===== src/rtl/hex_word_to_ascii_stream.sv =====
// hex_word_to_ascii_stream
// Serialises a 4*NIBBLES-bit word into ASCII hex digits, MSB nibble first,
// using a valid/ready handshake toward a UART.
// Optional build macro: HEX_ASCII_CRLF_EN appends CR then LF to every word.
//
// state | meaning
// IDLE  | no word loaded; waiting for Start
// HEX   | presenting the current hex digit
// CR    | presenting carriage return (0x0D)
// LF    | presenting line feed (0x0A)
module hex_word_to_ascii_stream #(
  parameter int NIBBLES   = 64,
  parameter bit UPPERCASE = 1'b0
) (
  input  logic                 Clk,
  input  logic                 Reset,
  input  logic                 Start,
  input  logic                 Abort,
  input  logic [4*NIBBLES-1:0] WordIn,
  input  logic                 TxReady,
  output logic [7:0]           ASCIIOut,
  output logic                 ASCIIAvailable,
  output logic                 Busy,
  output logic                 Done
);

  localparam int CNT_W = $clog2(NIBBLES + 1);
  localparam logic [CNT_W-1:0] LAST_IDX = CNT_W'(NIBBLES - 1);
  // Offset added to a nibble in 10..15 so that 10 lands on 'A' or 'a'.
  localparam logic [7:0] ALPHA_OFS = UPPERCASE ? 8'h37 : 8'h57;

`ifdef HEX_ASCII_CRLF_EN
  typedef enum logic [1:0] {IDLE, HEX, CR, LF} state_t;
`else
  typedef enum logic [0:0] {IDLE, HEX} state_t;
`endif

  state_t               state, state_nxt;
  logic [4*NIBBLES-1:0] shift_reg, shift_nxt;
  logic [CNT_W-1:0]     digit_cnt, cnt_nxt;
  logic                 done_nxt;
  logic                 xfer;
  logic [3:0]           nibble;

  assign xfer           = ASCIIAvailable & TxReady;
  assign nibble         = shift_reg[4*NIBBLES-1 -: 4];
  assign ASCIIAvailable = (state != IDLE);
  assign Busy           = (state != IDLE);

  // State, shift register, digit counter and Done pulse registers.
  always_ff @(posedge Clk or negedge Reset) begin
    if (!Reset) begin
      state     <= IDLE;
      shift_reg <= '0;
      digit_cnt <= '0;
      Done      <= 1'b0;
    end else begin
      state     <= state_nxt;
      shift_reg <= shift_nxt;
      digit_cnt <= cnt_nxt;
      Done      <= done_nxt;
    end
  end

  // Next-state logic; Abort outranks both Start and a pending transfer.
  always_comb begin
    state_nxt = state;
    shift_nxt = shift_reg;
    cnt_nxt   = digit_cnt;
    done_nxt  = 1'b0;
    if (state == IDLE) begin
      if (Start && !Abort) begin
        state_nxt = HEX;
        shift_nxt = WordIn;
        cnt_nxt   = '0;
      end
    end else if (Abort) begin
      state_nxt = IDLE;
    end else if (xfer) begin
      case (state)
        HEX: begin
          if (digit_cnt == LAST_IDX) begin
`ifdef HEX_ASCII_CRLF_EN
            state_nxt = CR;
`else
            state_nxt = IDLE;
            done_nxt  = 1'b1;
`endif
          end else begin
            shift_nxt = shift_reg << 4;
            cnt_nxt   = digit_cnt + CNT_W'(1);
          end
        end
`ifdef HEX_ASCII_CRLF_EN
        CR: state_nxt = LF;
        LF: begin
          state_nxt = IDLE;
          done_nxt  = 1'b1;
        end
`endif
        default: state_nxt = IDLE;
      endcase
    end
  end

  // Character decode; held stable because it depends only on registered state.
  always_comb begin
    ASCIIOut = 8'h00;
    case (state)
      HEX: begin
        if (nibble < 4'd10) ASCIIOut = 8'h30 + {4'h0, nibble};
        else                ASCIIOut = ALPHA_OFS + {4'h0, nibble};
      end
`ifdef HEX_ASCII_CRLF_EN
      CR: ASCIIOut = 8'h0D;
      LF: ASCIIOut = 8'h0A;
`endif
      default: ASCIIOut = 8'h00;
    endcase
  end

endmodule


===== config.mk =====
export PLATFORM = sky130hd
export DESIGN_NAME = hex_word_to_ascii_stream
export DESIGN_NICKNAME = d
export VERILOG_FILES = /design/src/rtl/hex_word_to_ascii_stream.sv
export SDC_FILE = /design/constraint.sdc
export NUM_CORES = 1
export LEC_CHECK = 0
export BUFFER_PORTS_ARGS = -buffer_cell sky130_fd_sc_hd__buf_2
export CAP_MARGIN = 20
export CORE_MARGIN = 2
export CORE_UTILIZATION = 55
export DETAILED_ROUTE_END_ITERATION = 6
export PLACE_DENSITY = 0.8
export SLEW_MARGIN = 20
export SYNTH_ARGS = -nofsm -noshare
export SYNTH_HDL_FRONTEND = slang
export SYNTH_SLANG_ARGS = --single-unit

===== constraint.sdc =====
create_clock -name Clk -period 2.85 [get_ports Clk]
set_clock_uncertainty 0.1 [all_clocks]
set_input_delay 0.4275 -clock Clk [delete_from_list [all_inputs] [get_ports Clk]]
set_output_delay 0.4275 -clock Clk [all_outputs]
set_load 0.1 [all_outputs]

==> flow_summary.toml, run 1 <==
[worst_setup_path]
worstPathArrival_ns = 2.26
path_cells = "buf_12 -> buf_2"
critical_path.slowest_cell = "buf_2"
critPathKind = "flip-flop to output pin"
crit_path_start_kind = "flip-flop"
crit_required_ns = 2.32
r2r_cells = 6
worstSetupEndpointType = "output pin"
slowest_delay_ns = 0.55
cp_max_fo = 143

[pwr]
power.density_nw_per_um2 = 755.0
leakagePower_nw = 7.570
power_mw = 12.35
peakVddDrop_mv = 0.4267

[placed_design]
dpl-instance-area_um2 = 15320
hpwl_mm = 17.81
port_buffers = 270
post-place-ws_ns = 0.3885
gp_congestion = 0.7516

[min_path]
worstHoldPathType = "primary input to flip-flop"
min_path_cells = 3

[timing]
layout_setup_ws_ns = 0.06304
timing.fmax_mhz = 358.8
slew_headroom_pct = 48.50
setup_viol = 0
worst_pin_slew_ns = 0.7726
slew_violations = 0
rsz0062_at_grt = "false"
fin_crit_sh_pct = 97.79
fin_tns_setup_ns = 0
finalCriticalPeriod_ns = 2.787
hold_violations = 0

[final_layout]
layout_commonest_cell = "mux2_2"
multi_input_area_um2 = 6484
layout_common_cells = "mux2_2, dfrtp_1, buf_2"
areaGrowthSynthToFinish_pct = 19.89
drive_above_1_share_pct = 69.02
fin_util_pct = 67.28
largest_reg_flops = 256
layout.nets = 1421
final_area_um2 = 16360
fill_cells = 1739
seqCellArea_um2 = 6635

[yosys]
ys_ff_latch = 265
synth_warnings = 0
synth-seq-area-share_pct = 48.59
synth_area_um2 = 13650
synth_cells = 897
synth.net_count = 1160
synth.avg_cell_area_um2 = 15.22
yosys.cell_types.count = 35

[clock_tree]
clockBufferDepth = 3
cts_buffers = 28
htree_levels = 1
cts_root_buf = "clkbuf_16"
clkTransAtPathRegs_ns = 0.06
cts.sinks = 265
clock_latency_ns = 0.54
cts_tree = "yes"

[detailed_routing]
route.detailed.drc = 0
routed_wl_mm = 26.51
ant_nets = 0
drt_iter0_drc = 416
via_count = 8040
wl_per_cell_um = 17.59
dr.pass1.iters = 4
vias_per_cell = 5.335

[floorplan]
ios = 272
initial_utilization_pct = 56.12
fp.dieArea_um2 = 26090
die_y_um = 161.5
num_rows = 57
die_width_um = 161.5
coreArea_um2 = 24320

[global_routing]
grt_usage_pct = 20.20
grt_pass1_vias = 8566
grt_max_degree = 144
gr-total-overflow = 0
grt_pass1_wl_mm = 43.24
antenna_found_initial = 9

[run_status]
status = "finished, final reports clean"

[run]
maxCapViolations = 0
==> layout make-up <==
type,count,area share [%]
multi-input combinational,564,39.62
inverter,7,0.1606
timing repair buffer,292,11.15
tap,324,2.477
clock inverter,7,0.8411
clock buffer,43,5.123
antenna,5,0.07646
sequential,265,40.55
==> logic make-up (layout without fill, tap and decap cells) <==
logic type / count (synthesis) / in the layout / share of synthesized area, %
fa+ha+maj: 2 / 2 / 0.1833
mux: 508 / 508 / 44.63
simple gates: 32 / 32 / 1.192
buf+inv: 68 / 349 / 4.208
xor+xnor: 1 / 1 / 0.06418
compound gates: 20 / 20 / 1.109
flops: 265 / 265 / 48.59
other cells: 1 / 6 / 0.02748
==> cells in the mapped netlist <==
library cell,n,area share [%]
mux2_2,371,31
dfrtp_1,265,49
mux2_4,100,11
mux2_1,33,2.7
clkbuf_1,26,0.72
buf_12,12,1.8
buf_4,10,0.55
nand2_1,10,0.28
inv_1,6,0.17
nor2_1,6,0.17
a21oi_1,5,0.18
buf_6,5,0.41
nor3_1,5,0.18
buf_8,4,0.44
mux2i_1,4,0.29
nor2b_1,4,0.18
o22a_1,4,0.26
buf_2,3,0.11
o21ai_0,3,0.11
a21o_1,2,0.11
ha_1,2,0.18
nand3_1,2,0.073
o31ai_1,2,0.11
or3_1,2,0.092
a211oi_1,1,0.055
and3b_1,1,0.064
buf_1,1,0.027
clkinv_1,1,0.027
conb_1,1,0.027
nand4_1,1,0.046
nand4b_2,1,0.11
o21a_4,1,0.11
o21ai_4,1,0.12
o21bai_1,1,0.055
xnor2_1,1,0.064
==> timing repair <==
action	CTS	global route
setup endpoints to repair	0	1
buffers inserted	0	0
endpoints found under the hold margin	77	0
resized for setup	0	1
hold buffers	2	0
==> routing by layer <==
layer / track usage [%] / routed length, um / part of all wire [%] / vias up
li1: - / - / - / 3770
met1: 26.90 / 11390 / 43 / 4015
met2: 33.08 / 12770 / 48 / 194
met3: 4.777 / 1558 / 5.9 / 53
met4: 6.047 / 727 / 2.7 / 8
met5: 0 / 63 / 0.24 / -
==> final timing paths <==
check | end | start | slack (ns)
max | Busy | ASCIIAvailable | 0.06
min | shift_reg[252] | WordIn[252] | 0.11
max reg2reg | shift_reg[66] | digit_cnt[0] | 0.41
min reg2reg | shift_reg[134] | shift_reg[134] | 0.39
max in group asynchronous | shift_reg[153] | Reset | 1.45
min in group asynchronous | shift_reg[37] | Reset | 0.38
==> where the power goes <==
part           internal [mW]  switching, mW
sequential              4.92          0.625
clock                   2.37           1.47
combinational           1.93           1.04
==> critical path, delay by kind of cell (launching register included) <==
| kind | cells | cell delay, ns |
|---|---|---|
| DFF | 1 | 0.50 |
| buffers and inverters | 2 | 1.09 |
==> through the flow <==
stage                     hold WS, ns  cells
after floorplan               0.03191    897
after global placement         0.3685   1449
after detailed placement       0.3651   1449
after CTS                     0.09150   1501
after global routing           0.1324   1506
final                          0.1097   1507
No activity file was read; power rests on OpenSTA's default activity.
==> run 2: changes to the inputs <==
ABC_AREA = 1   (was default)
PLACE_DENSITY = 0.81   (was 0.8)
==> run 2 against run 1 <==
Hold slack worse by 0.068 ns. Worst setup slack better by 0.052 ns. Highest routed layer unchanged. Clock power is 4% lower. Area after synthesis is 9.9% lower.
==> flow_summary.toml, run 2 <==
[yosys]
synthFlopType = "dfrtp_1"
ys_ff_latch = 265
synth_area_leaders = "dfrtp_1, mux2i_1, o21ai_1"
synth.avg_cell_area_um2 = 10.26
async_flop_share_pct = 100.0
yosys.cell_types.count = 23
synth-edff-count = 0
synthTopCellsByCount = "nand2_1, dfrtp_1, o21ai_1"
synth.net_count = 1461
yosysMostFrequentCell = "nand2_1"
synth-seq-area-share_pct = 53.94
synth_cells = 1198
yosysTopAreaCellShare_pct = 53.94
yosysTopAreaCell = "dfrtp_1"
synth_area_um2 = 12290
synth_warnings = 0

[floorplan]
ios = 272
fp.dieArea_um2 = 23570
num_rows = 54
die_width_um = 153.5
coreArea_um2 = 21890
die_y_um = 153.5
initial_utilization_pct = 56.16

[timing]
fin_crit_sh_pct = 95.96
fin_tns_setup_ns = 0
finalCriticalPeriod_ns = 2.735
hold_violations = 0
slew_violations = 0
rsz0062_at_grt = "false"
layout_setup_ws_ns = 0.1153
worst_pin_slew_ns = 1.023
slew_headroom_pct = 31.79
timing.fmax_mhz = 365.7
setup_viol = 0

[final_layout]
largest_reg_flops = 256
drive_above_1_share_pct = 23.95
fill_cells = 1705
layout_commonest_cell = "nand2_1"
seqCellArea_um2 = 6635
layout_common_cells = "nand2_1, buf_2, dfrtp_1, o21ai_1, mux2i_1"
multi_input_area_um2 = 5125
layout.nets = 1698
areaGrowthSynthToFinish_pct = 20.84
stdcell_count = 1741

[min_path]
min_to = "Done"
min-delay-start = "TxReady"
worstHoldPathType = "primary input to flip-flop"
min_path_cells = 3

[detailed_routing]
ant_nets = 0
via_count = 9217
routed_wl_mm = 27.63
vias_per_cell = 5.294
drt_iter0_drc = 657
wl_per_cell_um = 15.87
route.detailed.drc = 0
dr.pass1.iters = 5

[worst_setup_path]
crit_required_ns = 2.32
worstPathArrival_ns = 2.21
crit_path_start_kind = "flip-flop"
path_buf_inv = 3
reg2reg_to = "shift_reg[188]"
ff2ff_setup_slack_ns = 0.47
r2r_cells = 7
slowest_delay_ns = 0.49
critical_path.slowest_cell = "dfrtp_4"
r2r-start = "ASCIIAvailable"
cp_max_fo = 102
worstSetupEndpointType = "output pin"
cp_top_family = "buffers and inverters"
critPathKind = "flip-flop to output pin"
path_cells = "buf_16 -> nand2_1 -> inv_1 -> clkbuf_4"

[placed_design]
gp_congestion = 0.8312
dpl.cell_count = 1682
port_buffers = 270
post-place-ws_ns = 0.5190
hpwl_mm = 18.65

[global_routing]
grt_max_degree = 103
grt_usage_pct = 23.32
grt_pass1_vias = 9295
gr-total-overflow = 0
grt_pass1_wl_mm = 45.91
antenna_found_initial = 5

[run_status]
status = "finished, final reports clean"

[clock_tree]
clockBufferDepth = 3
cts_tree = "yes"
cts.sinks = 265
htree_levels = 1
cts_buffers = 29
cts_root_buf = "clkbuf_16"
clock_latency_ns = 0.54
clkTransAtPathRegs_ns = 0.06

[pwr]
peakVddDrop_mv = 0.4546
leakagePower_nw = 7.252
power.density_nw_per_um2 = 700.3

[run]
maxCapViolations = 0
[run 2: cell type report]
class / count / area share, %
tap: 280 / 2.358
clock buffer: 45 / 5.895
sequential: 265 / 44.66
timing repair buffer: 296 / 11.73
inverter: 13 / 0.3284
clock inverter: 8 / 0.4632
antenna: 4 / 0.06737
multi-input combinational: 830 / 34.50
[run 2: worst max-delay path by stage]
| stage | startpoint | to | slack, ns | depth (start not counted) |
|---|---|---|---|---|
| floorplan | ASCIIAvailable | ASCIIOut[3] | -0.15 | 3 |
| global placement | ASCIIAvailable | shift_reg[171] | 0.61 | 7 |
| detailed placement | ASCIIAvailable | shift_reg[219] | 0.52 | 7 |
| CTS | ASCIIAvailable | ASCIIOut[4] | 0.02 | 4 |
| global route | ASCIIAvailable | ASCIIOut[4] | 0.05 | 4 |
| finish | ASCIIAvailable | ASCIIOut[4] | 0.12 | 4 |
[run 2: logic make-up after synthesis]
| logic type | count (synthesis) | synth area share, % |
|---|---|---|
| and+or+nand+nor | 302 | 9.485 |
| AOI/OAI and AO/OA | 273 | 11.19 |
| DFF | 265 | 53.94 |
| adders and majority gates | 2 | 0.2035 |
| buffers and inverters | 103 | 4.631 |
| other | 1 | 0.03050 |
| muxes | 252 | 20.52 |
[run 2: metal layers]
metal,track usage (%),part of all wire [%],vias to the layer above
li1,-,-,4595
met1,32.44,45,4295
met2,37.23,46,274
met3,4.961,6.7,49
met4,6.946,2.4,4
met5,0,0.087,-
[run 2: tightest hold or removal path: stages]
cell    delay [ns]
buf_2         0.11
inv_1         0.06
nor3_1        0.05
[run 2: where the power goes]
group	switching [mW]	internal [mW]	total, mW
Clock	1.48	2.19	3.67
Sequential	0.427	4.48	4.91
Combinational	1.00	0.820	1.83
[run 2: through the flow]
| step | hold slack, ns | area [um^2] | util [%] | total power, mW |
|---|---|---|---|---|
| after floorplan | 0.03191 | 12320 | - | 6.161 |
| after global placement | 0.3699 | 13870 | 63.35 | 6.685 |
| after detailed placement | 0.3777 | 13870 | 63.35 | 6.789 |
| after CTS | 0.01973 | 14830 | 67.76 | 10.48 |
| after global routing | 0.03857 | 14850 | 67.86 | 10.98 |
| final | 0.04215 | 14860 | 67.87 | 10.40 |
[run 2: timing repair]
item / 4_1_cts / 5_1_grt
hold buffers: 2 / 0
endpoints found under the hold margin: 81 / 0
gates resized for setup: 0 / 3
setup buffers: 0 / 0
endpoints found under the setup margin: 0 / 2
